**config.mk**
```make
export PLATFORM = sky130hd
export DESIGN_NAME = div
export DESIGN_NICKNAME = d
export VERILOG_FILES = /design/src/rtl/div_pkg.sv /design/src/rtl/div.sv
export SDC_FILE = /design/constraint.sdc
export NUM_CORES = 1
export LEC_CHECK = 0
export CORE_MARGIN = 2
export CORE_UTILIZATION = 25
export CTS_CLUSTER_DIAMETER = 200
export DETAILED_ROUTE_END_ITERATION = 10
export GPL_TIMING_DRIVEN = 0
export PLACE_DENSITY_LB_ADDON = 0.08
export REMOVE_ABC_BUFFERS = 1
export SLEW_MARGIN = 15
export SYNTH_ARGS = -nofsm -noshare
export SYNTH_HDL_FRONTEND = slang
export SYNTH_SLANG_ARGS = --single-unit
```
**constraint.sdc**
```tcl
create_clock -name clk -period 9.7 [get_ports clk]
set_clock_uncertainty 0.1 [all_clocks]
set_input_delay 2.91 -clock clk [delete_from_list [all_inputs] [get_ports clk]]
set_output_delay 2.91 -clock clk [all_outputs]
set_load 0.02 [all_outputs]
```
**src/rtl/div_pkg.sv**
```systemverilog
// Shared definitions for the multicycle restoring divider: widths, cycle count
// and the control-state encoding used by the divider and the hazard unit.
package div_pkg;

    localparam int DIV_WIDTH  = 32;
    localparam int DIV_CYCLES = DIV_WIDTH + 1;

    localparam logic [1:0] ST_IDLE = 2'd0;
    localparam logic [1:0] ST_CALC = 2'd1;
    localparam logic [1:0] ST_FIX  = 2'd2;

    // Control state kept together so checkers can bind to one signal.
    typedef struct packed {
        logic [1:0] state;
        logic       busy;
    } div_ctrl_t;

endpackage

```
**src/rtl/div.sv**
```systemverilog
// Multicycle radix-2 restoring divider, signed or unsigned, WIDTH+1 busy cycles.
// Handshake: a one-cycle start pulse loads operands; busy is high from the edge
// after start until the edge where q/r/dz are written. Start always restarts.
module div
    import div_pkg::*;
#(
    parameter int WIDTH = DIV_WIDTH
) (
    input  logic             clk,
    input  logic             reset,
    input  logic             start,
    input  logic             sign,
    input  logic [WIDTH-1:0] a,
    input  logic [WIDTH-1:0] b,
    output logic [WIDTH-1:0] q,
    output logic [WIDTH-1:0] r,
    output logic             dz,
    output logic             busy
);

    localparam int CW = $clog2(WIDTH) + 1;

    div_ctrl_t        ctrl;
    logic [CW-1:0]    count;
    logic [WIDTH-1:0] rem;
    logic [WIDTH-1:0] quo;
    logic [WIDTH-1:0] divisor;
    logic             neg_q;
    logic             neg_r;

    logic [WIDTH-1:0] abs_a;
    logic [WIDTH-1:0] abs_b;
    logic [WIDTH:0]   rem_sh;
    logic [WIDTH:0]   trial;
    logic [WIDTH-1:0] quo_fix;
    logic [WIDTH-1:0] rem_fix;

    assign busy = ctrl.busy;

    always_comb begin
        abs_a   = (sign && a[WIDTH-1]) ? -a : a;
        abs_b   = (sign && b[WIDTH-1]) ? -b : b;
        // The quotient MSB shifts into the remainder LSB each step.
        rem_sh  = {rem, quo[WIDTH-1]};
        trial   = rem_sh - {1'b0, divisor};
        quo_fix = neg_q ? -quo : quo;
        rem_fix = neg_r ? -rem : rem;
    end

    always_ff @(posedge clk) begin
        if (!reset) begin
            ctrl.state <= ST_IDLE;
            ctrl.busy  <= 1'b0;
            count      <= '0;
            rem        <= '0;
            quo        <= '0;
            divisor    <= '0;
            neg_q      <= 1'b0;
            neg_r      <= 1'b0;
            q          <= '0;
            r          <= '0;
            dz         <= 1'b0;
        end else begin
            case (ctrl.state)
                ST_CALC: begin
                    if (!trial[WIDTH]) begin
                        rem <= trial[WIDTH-1:0];
                        quo <= {quo[WIDTH-2:0], 1'b1};
                    end else begin
                        rem <= rem_sh[WIDTH-1:0];
                        quo <= {quo[WIDTH-2:0], 1'b0};
                    end
                    count <= count + CW'(1);
                    if (count == CW'(WIDTH - 1)) begin
                        ctrl.state <= ST_FIX;
                    end
                end
                ST_FIX: begin
                    q          <= quo_fix;
                    r          <= rem_fix;
                    dz         <= (divisor == '0);
                    ctrl.busy  <= 1'b0;
                    ctrl.state <= ST_IDLE;
                end
                default: begin
                    ctrl.state <= ST_IDLE;
                end
            endcase

            // A start overrides any step in flight; a FIX write above still lands.
            if (start) begin
                rem        <= '0;
                quo        <= abs_a;
                divisor    <= abs_b;
                neg_q      <= sign & (a[WIDTH-1] ^ b[WIDTH-1]);
                neg_r      <= sign & a[WIDTH-1];
                count      <= '0;
                ctrl.busy  <= 1'b1;
                ctrl.state <= ST_CALC;
            end
        end
    end

endmodule

```
==> results of run 1 <==
[flip-flops by register name (all words and copies together), names as in the netlist]
signal   count
quo         32
busy         1
dz           1
divisor     32
neg_r        1
rem         32
count        6
r           32
q           32
ctrl         2
neg_q        1
[metal layers]
metal / wire length, µm / vias up / share of wire (%) / global-route usage (%)
li1: - / 5251 / - / -
met1: 17200 / 4747 / 50 / 20.5
met2: 15700 / 147 / 46 / 24.6
met3: 1030 / 20 / 3.0 / 2.51
met4: 393 / 0 / 1.1 / 4.10
met5: 0 / - / 0 / 0
[path summary, 6_finish.rpt]
kind	startpoint	slack (ns)	to	cells past startpoint
worst min-delay path	q[28]	0.37	q[28]	2
worst min register to register	q[28]	0.37	q[28]	2
worst max register to register	quo[31]	5.91	rem[0]	14
worst max-delay path	b[0]	3.89	divisor[24]	12
[layout make-up]
class / count / share of cell area, %
inverters: 49 / 1.34
well taps: 592 / 5.39
clock inverters: 14 / 1.50
multi-input cells: 1129 / 52.0
flip-flops and latches: 172 / 25.1
clock buffers: 18 / 3.12
repair buffers: 146 / 11.5
[cells in the final DEF, fill, tap and decap left out, types with 18 or more instances in the layout]
cell and count:
o21ai_0 94, nor3_1 18, nand3_1 29, nor2_1 54, nor4_1 24, nand2_1 268
dfxtp_1 171, inv_1 49, xnor2_1 41, ha_1 37, o31ai_1 24, a31oi_1 29
clkdlybuf4s50_1 131, a21oi_1 129, nor2b_1 37, o211a_1 81, xor2_1 103
[stage by stage]
| step | cell area (µm²) | worst slack (ns) | utilization [%] |
|---|---|---|---|
| floorplan | 10700 | 4.28 | - |
| detailed placement | 13100 | 3.37 | 29.8 |
| global route | 13700 | 3.58 | 31.3 |
| global placement | 12800 | -0.171 | 29.2 |
| CTS | 13700 | 3.88 | 31.3 |
| finish | 13700 | 3.89 | 31.3 |
[worst register-to-register path: stages, from the launching register on]
cell      delay, ns
dfxtp_1        0.33
inv_1          0.10
ha_1           0.24
fa_1           0.39
nand2b_1       0.21
a21o_1         0.19
a21oi_1        0.34
a21oi_1        0.16
nand2_1        0.22
a21oi_1        0.19
xnor2_2        0.49
buf_6          0.23
buf_6          0.18
nand2_1        0.07
a32o_1         0.24
[report_power, final]
part / total, mW / internal, mW / switching (mW) / leakage, nW
sequential: 0.776 / 0.734 / 0.0424 / 1.40
clock: 0.773 / 0.437 / 0.336 / 0.300
combinational: 0.461 / 0.192 / 0.269 / 4.11
[cells by family after synthesis]
| kind of cell | Yosys count |
|---|---|
| and+or+nand+nor | 510 |
| AOI/OAI and AO/OA | 429 |
| DFF | 172 |
| xor gates and xnor gates | 146 |
| buffers and inverters | 139 |
| adders and majority gates | 38 |
| muxes | 6 |
==> metrics.md, run 1 <==
| Metric | Value |
|---|---|
| Status | finished, final reports clean |
| Die X | 214 µm |
| Startpoint types | input pin |
| Final slew viol count | 0 |
| Largest cells by area after synthesis | dfxtp_1 31%, nand2_1 9.1%, xor2_1 8.1%, o211a_1 7.3%, a21oi_1 5.8% |
| Main combinational cell family by area after synthesis | compound AO/OA/AOI/OAI gates |
| CTS Buf Count | 17 |
| Max cap viols | 0 |
| Diodes inserted | 0 |
| First-pass GRT wire length | 55.5 mm |
| Synth Area in Compound Gates | 26.0% |
| CTS tree | built |
| Total Wirelength | 34.3 mm |
| Initial Utilization | 25.2% |
| Hold-fix buffers at CTS | 0 |
| Die H | 214 µm |
| Syn_area_per_cell | 7.69 µm² |
| Library cells used by synthesis | 61 |
| Post-synth EDFFs | 0 |
| CTS root buf | clkbuf_16 |
| Core area | 43,900 µm² |
| RSZ-0062 raised after global routing | false |
| Final Hold Fails | 0 |
| Input/output buffers | 133 |
| Initial antenna violation count | 0 |
| Maximum vdd drop | 108 µV |
| Most frequent cell after synthesis | nand2_1 |
| Number of global-route vias before repair | 9,999 |
| Die area | 46,000 µm² |
| Synth Area in Simple Gates | 21.7% |
| Worst-Skew Late Latency | 0.47 ns |
| Post-synthesis instance total | 1,440 |
| Top cell type by total area after synthesis | dfxtp_1 |
| Worst Tran Pin Value | 1.06 ns |
| Routability cong. | 0.817 |
| # rows | 77 |
| DRT iter0 DRCs | 557 |
| Req. time, crit path | 9.96 ns |
| Top-area cell type share of the netlist area | 31.1% |
| CP endpoint kind | register |
| Avg Vias per Cell | 4.79 |
| Synth async-reset ratio | 0% |
| Post-Syn Area | 11,100 µm² |
| H-tree level count | 4 |
| Multi-input gate area | 7150 µm² |
| Drt first pass iters | 5 |
| DP HPWL | 25.3 mm |
| Clock Sinks | 172 |
| Period utilization | 59.9% |
| CP Cell Sequence | clkdlybuf4s50_1 > inv_1 > ha_1 > or3b_2 > or3_1 > nor3_1 > nand2_1 > nor4_2 > a21oi_1 > xnor2_1 > nand2_1 > o211a_1 |
| Register area | 3440 µm² |
| Fmax | 172 MHz |
| CP max stage cell | nor4_2 |
| Grt ovf | 0 |
| Buffer count from post-CTS setup fixing | 0 |
| Total GRT Usage | 15.1% |
| LEAKAGE | 5.81 nW |
| Top FF cell, synth | dfxtp_1 |
| Setup TNS | 0 ns |
| Fraction of layout cells with a size suffix above 1 | 4.65% |
| Post-synthesis to final-layout area growth | 24.0% |
| Slew margin rel. | 29.4% |
| Critical path type | in -> reg |
| Seq/Total Area, Yosys | 31.1% |
| Hold_ws | 0.367 ns |
| Post-cts sizing count | 0 |
| Antenna-violating nets left | 0 |
| I/O Pins | 134 |
| Wire per inst | 16.2 µm |
| Fill count | 4,795 |
| Layout Nets | 1,621 |
| PD cells | 146 nW/µm² |
| Final Non-Filler Cells | 2,120 |
| Xor and xnor area share after synthesis | 11.5% |
| Crit path arrival time | 6.07 ns |
| Power Total | 2.01 mW |
| # placed instances | 2,088 |
| Syn. warnings | 0 |
| Final setup viols | 0 |
| Worst hold path class | reg -> reg |
| Number of synthesized register bits | 172 |
| Vias | 10,165 |
| CP Max Fanout | 7 |
| Largest net degree at the start of global routing | 104 |
| CTS clk-pin slew, worst paths | 0.07 ns |
| Adder-cell area share of the yosys netlist | 4.36% |
| Max incr delay on CP | 0.52 ns |
| Cell mode on critical path | nand2_1 |
| Tmin final | 5.81 ns |
| Synth top cells by count | 268 x nand2_1, 172 x dfxtp_1, 129 x a21oi_1 |
| Multiplexer area fraction after synthesis | 0.542% |
| Delay-heaviest family, CP | simple AND/OR/NAND/NOR gates |
| DRC Markers | 0 |
| Max clock buf depth | 2 |
| Buf+Inv Stages, Crit Path | 2 |
No activity file was read; power rests on OpenSTA's default activity.
==> run 2: changes to the inputs <==
==> constraint.sdc (replaced) <==
create_clock -name clk -period 5.35 [get_ports clk]
set_clock_uncertainty 0.1 [all_clocks]
set_input_delay 1.605 -clock clk [delete_from_list [all_inputs] [get_ports clk]]
set_output_delay 1.605 -clock clk [all_outputs]
set_load 0.02 [all_outputs]
==> results of run 2 <==
The final DEF is identical to that of run 1. Status: finished, final reports clean.
Main changes from that run: setup slack after placement 3.37 ns -> 0.327 ns; setup slack after layout 3.89 ns -> 0.843 ns; register-to-register setup slack 5.91 ns -> 1.56 ns; total power 2.01 mW -> 3.64 mW; worst IR drop on VDD 108 µV -> 196 µV
==> run 3: changes to the inputs <==
==> constraint.sdc (replaced) <==
create_clock -name clk -period 4.1 [get_ports clk]
set_clock_uncertainty 0.1 [all_clocks]
set_input_delay 1.23 -clock clk [delete_from_list [all_inputs] [get_ports clk]]
set_output_delay 1.23 -clock clk [all_outputs]
set_load 0.02 [all_outputs]
==> metrics.md, run 3 (same netlist as run 1, synthesis figures left out) <==
| Metric | Value |
|---|---|
| Status | finished, final reports clean |
| Most common cell after layout, fill and taps aside | nand2_1 |
| Maximum vdd drop | 256 µV |
| Most frequent cells in the layout | 268 x nand2_1, 171 x dfxtp_1, 131 x clkdlybuf4s50_1, 129 x a21oi_1, 103 x xor2_1 |
| Die area | 46,000 µm² |
| Fmax | 250 MHz |
| Diodes inserted | 0 |
| Drt first pass iters | 5 |
| Crit path arrival time | 4.24 ns |
| Avg Vias per Cell | 4.81 |
| Grt ovf | 0 |
| Clock share of power | 38.4% |
| Total Wirelength | 34.3 mm |
| Initial antenna violation count | 0 |
| Cell internal pwr | 3.23 mW |
| Fraction of layout cells with a size suffix above 1 | 4.78% |
| Antenna-violating nets left | 0 |
| P_sw | 1.53 mW |
| I/O Pins | 134 |
| Final core occ | 31.4% |
| RSZ-0062 raised after global routing | true |
| First-pass GRT wire length | 55.5 mm |
| DRT iter0 DRCs | 577 |
| Worst Slack Setup Final | 0.0966 ns |
| Die X | 214 µm |
| H-tree level count | 4 |
| Pre-CTS WS | -0.548 ns |
| Routability cong. | 0.817 |
| Hold-fix buffers at CTS | 0 |
| Critical path type | in -> reg |
| Core area | 43,900 µm² |
| CP endpoint kind | register |
| Die H | 214 µm |
| Largest net degree at the start of global routing | 104 |
| Total GRT Usage | 15.1% |
| Layout Nets | 1,621 |
| CTS tree | built |
| Wire per inst | 16.2 µm |
| # rows | 77 |
| Worst Tran Pin Value | 1.07 ns |
| Worst hold path class | reg -> reg |
| Final slew viol count | 0 |
| Period utilization | 97.6% |
| Max cap viols | 0 |
| Final setup viols | 0 |
| Final Hold Fails | 0 |
| Gate power share | 23.0% |
| Tmin final | 4.00 ns |
| Req. time, crit path | 4.34 ns |
| Switching Fraction | 32.2% |
| Hold_ws | 0.367 ns |
| CTS root buf | clkbuf_16 |
| LEAKAGE | 5.83 nW |
| Number of global-route vias before repair | 9,997 |
| PD cells | 345 nW/µm² |
| Buffer count from post-CTS setup fixing | 0 |
| Clock Sinks | 172 |
| Initial Utilization | 25.2% |
| DRC Markers | 0 |
| CTS Buf Count | 17 |
| Input/output buffers | 133 |
| CTS clk-pin slew, worst paths | 0.07 ns |
| CP Max Fanout | 5 |
| Worst-Skew Late Latency | 0.47 ns |
| Slew margin rel. | 28.3% |
| Post-synthesis to final-layout area growth | 24.4% |
| Vias | 10,192 |
| Startpoint types | input pin |
| Seq pwr share | 38.6% |
| Max clock buf depth | 2 |
| DP HPWL | 25.3 mm |
==> run 3: cell count changes in the layout (fill, tap and decap cells not counted) <==
| cell | previous run | this run |
|---|---|---|
| nor3_1 | 18 | 16 |
| nor3_2 | 1 | 2 |
| nor3_4 | 0 | 1 |
| nor4_2 | 2 | 0 |
| nor4_4 | 0 | 2 |
| xnor2_2 | 2 | 1 |
| xnor2_4 | 0 | 1 |
==> run 3: area by class of cell <==
type,count,area (µm²)
inverters,49,184
repair buffers,146,1580
well taps,592,741
clock inverters,14,206
clock buffers,18,429
fillers,4793,30200
flip-flops and latches,172,3440
multi-input cells,1129,7190
==> run 3: metrics by stage <==
stage               cells  cell area, µm²  power, mW  TNS [ns]
floorplan            1350           10700       2.55    -30.58
global placement     2075           12800       2.95   -466.89
detailed placement   2088           13100       2.97     -7.83
CTS                  2120           13700       4.84         0
global route         2120           13800       5.05   -0.0652
finish               2120           13800       4.76         0
==> run 3: power by group through the flow <==
stage | logic [mW] | clock network, mW | registers, mW
finish | 1.10 | 1.83 | 1.84
global route | 1.24 | 1.96 | 1.85
CTS | 1.10 | 1.90 | 1.84
detailed placement | 1.10 | 0 | 1.88
global placement | 1.08 | 0 | 1.87
floorplan | 0.712 | 0 | 1.84
==> run 3: final timing paths <==
kind / depth (start not counted) / to / slack, ns / startpoint
setup / recovery: 9 / quo[29] / 0.1 / a[8]
hold reg to reg: 2 / q[28] / 0.37 / q[28]
setup reg to reg: 11 / rem[31] / 0.33 / divisor[1]
hold / removal: 2 / q[28] / 0.37 / q[28]
==> run 3: worst max-delay path, stage by stage <==
cell and delay [ns]:
clkdlybuf4s50_1 0.47, or4_1 0.60, or4_1 0.50, or3_1 0.45, nor3_4 0.25, nand2b_1 0.15
o41ai_1 0.32, xor2_1 0.19, a21oi_1 0.08
==> run 3: layer usage <==
layer / wire length, µm / track usage (%) / up-vias
li1: - / - / 5255
met1: 17100 / 20.5 / 4763
met2: 15800 / 24.6 / 155
met3: 1090 / 2.51 / 19
met4: 379 / 4.10 / 0
met5: 0 / 0 / -
==> run 3: timing repair <==
| action | CTS | global route |
|---|---|---|
| pin swaps | 0 | 1 |
| gates cloned | 0 | 0 |
| endpoints found under the setup margin | 4 | 14 |
| gates resized for setup | 1 | 5 |
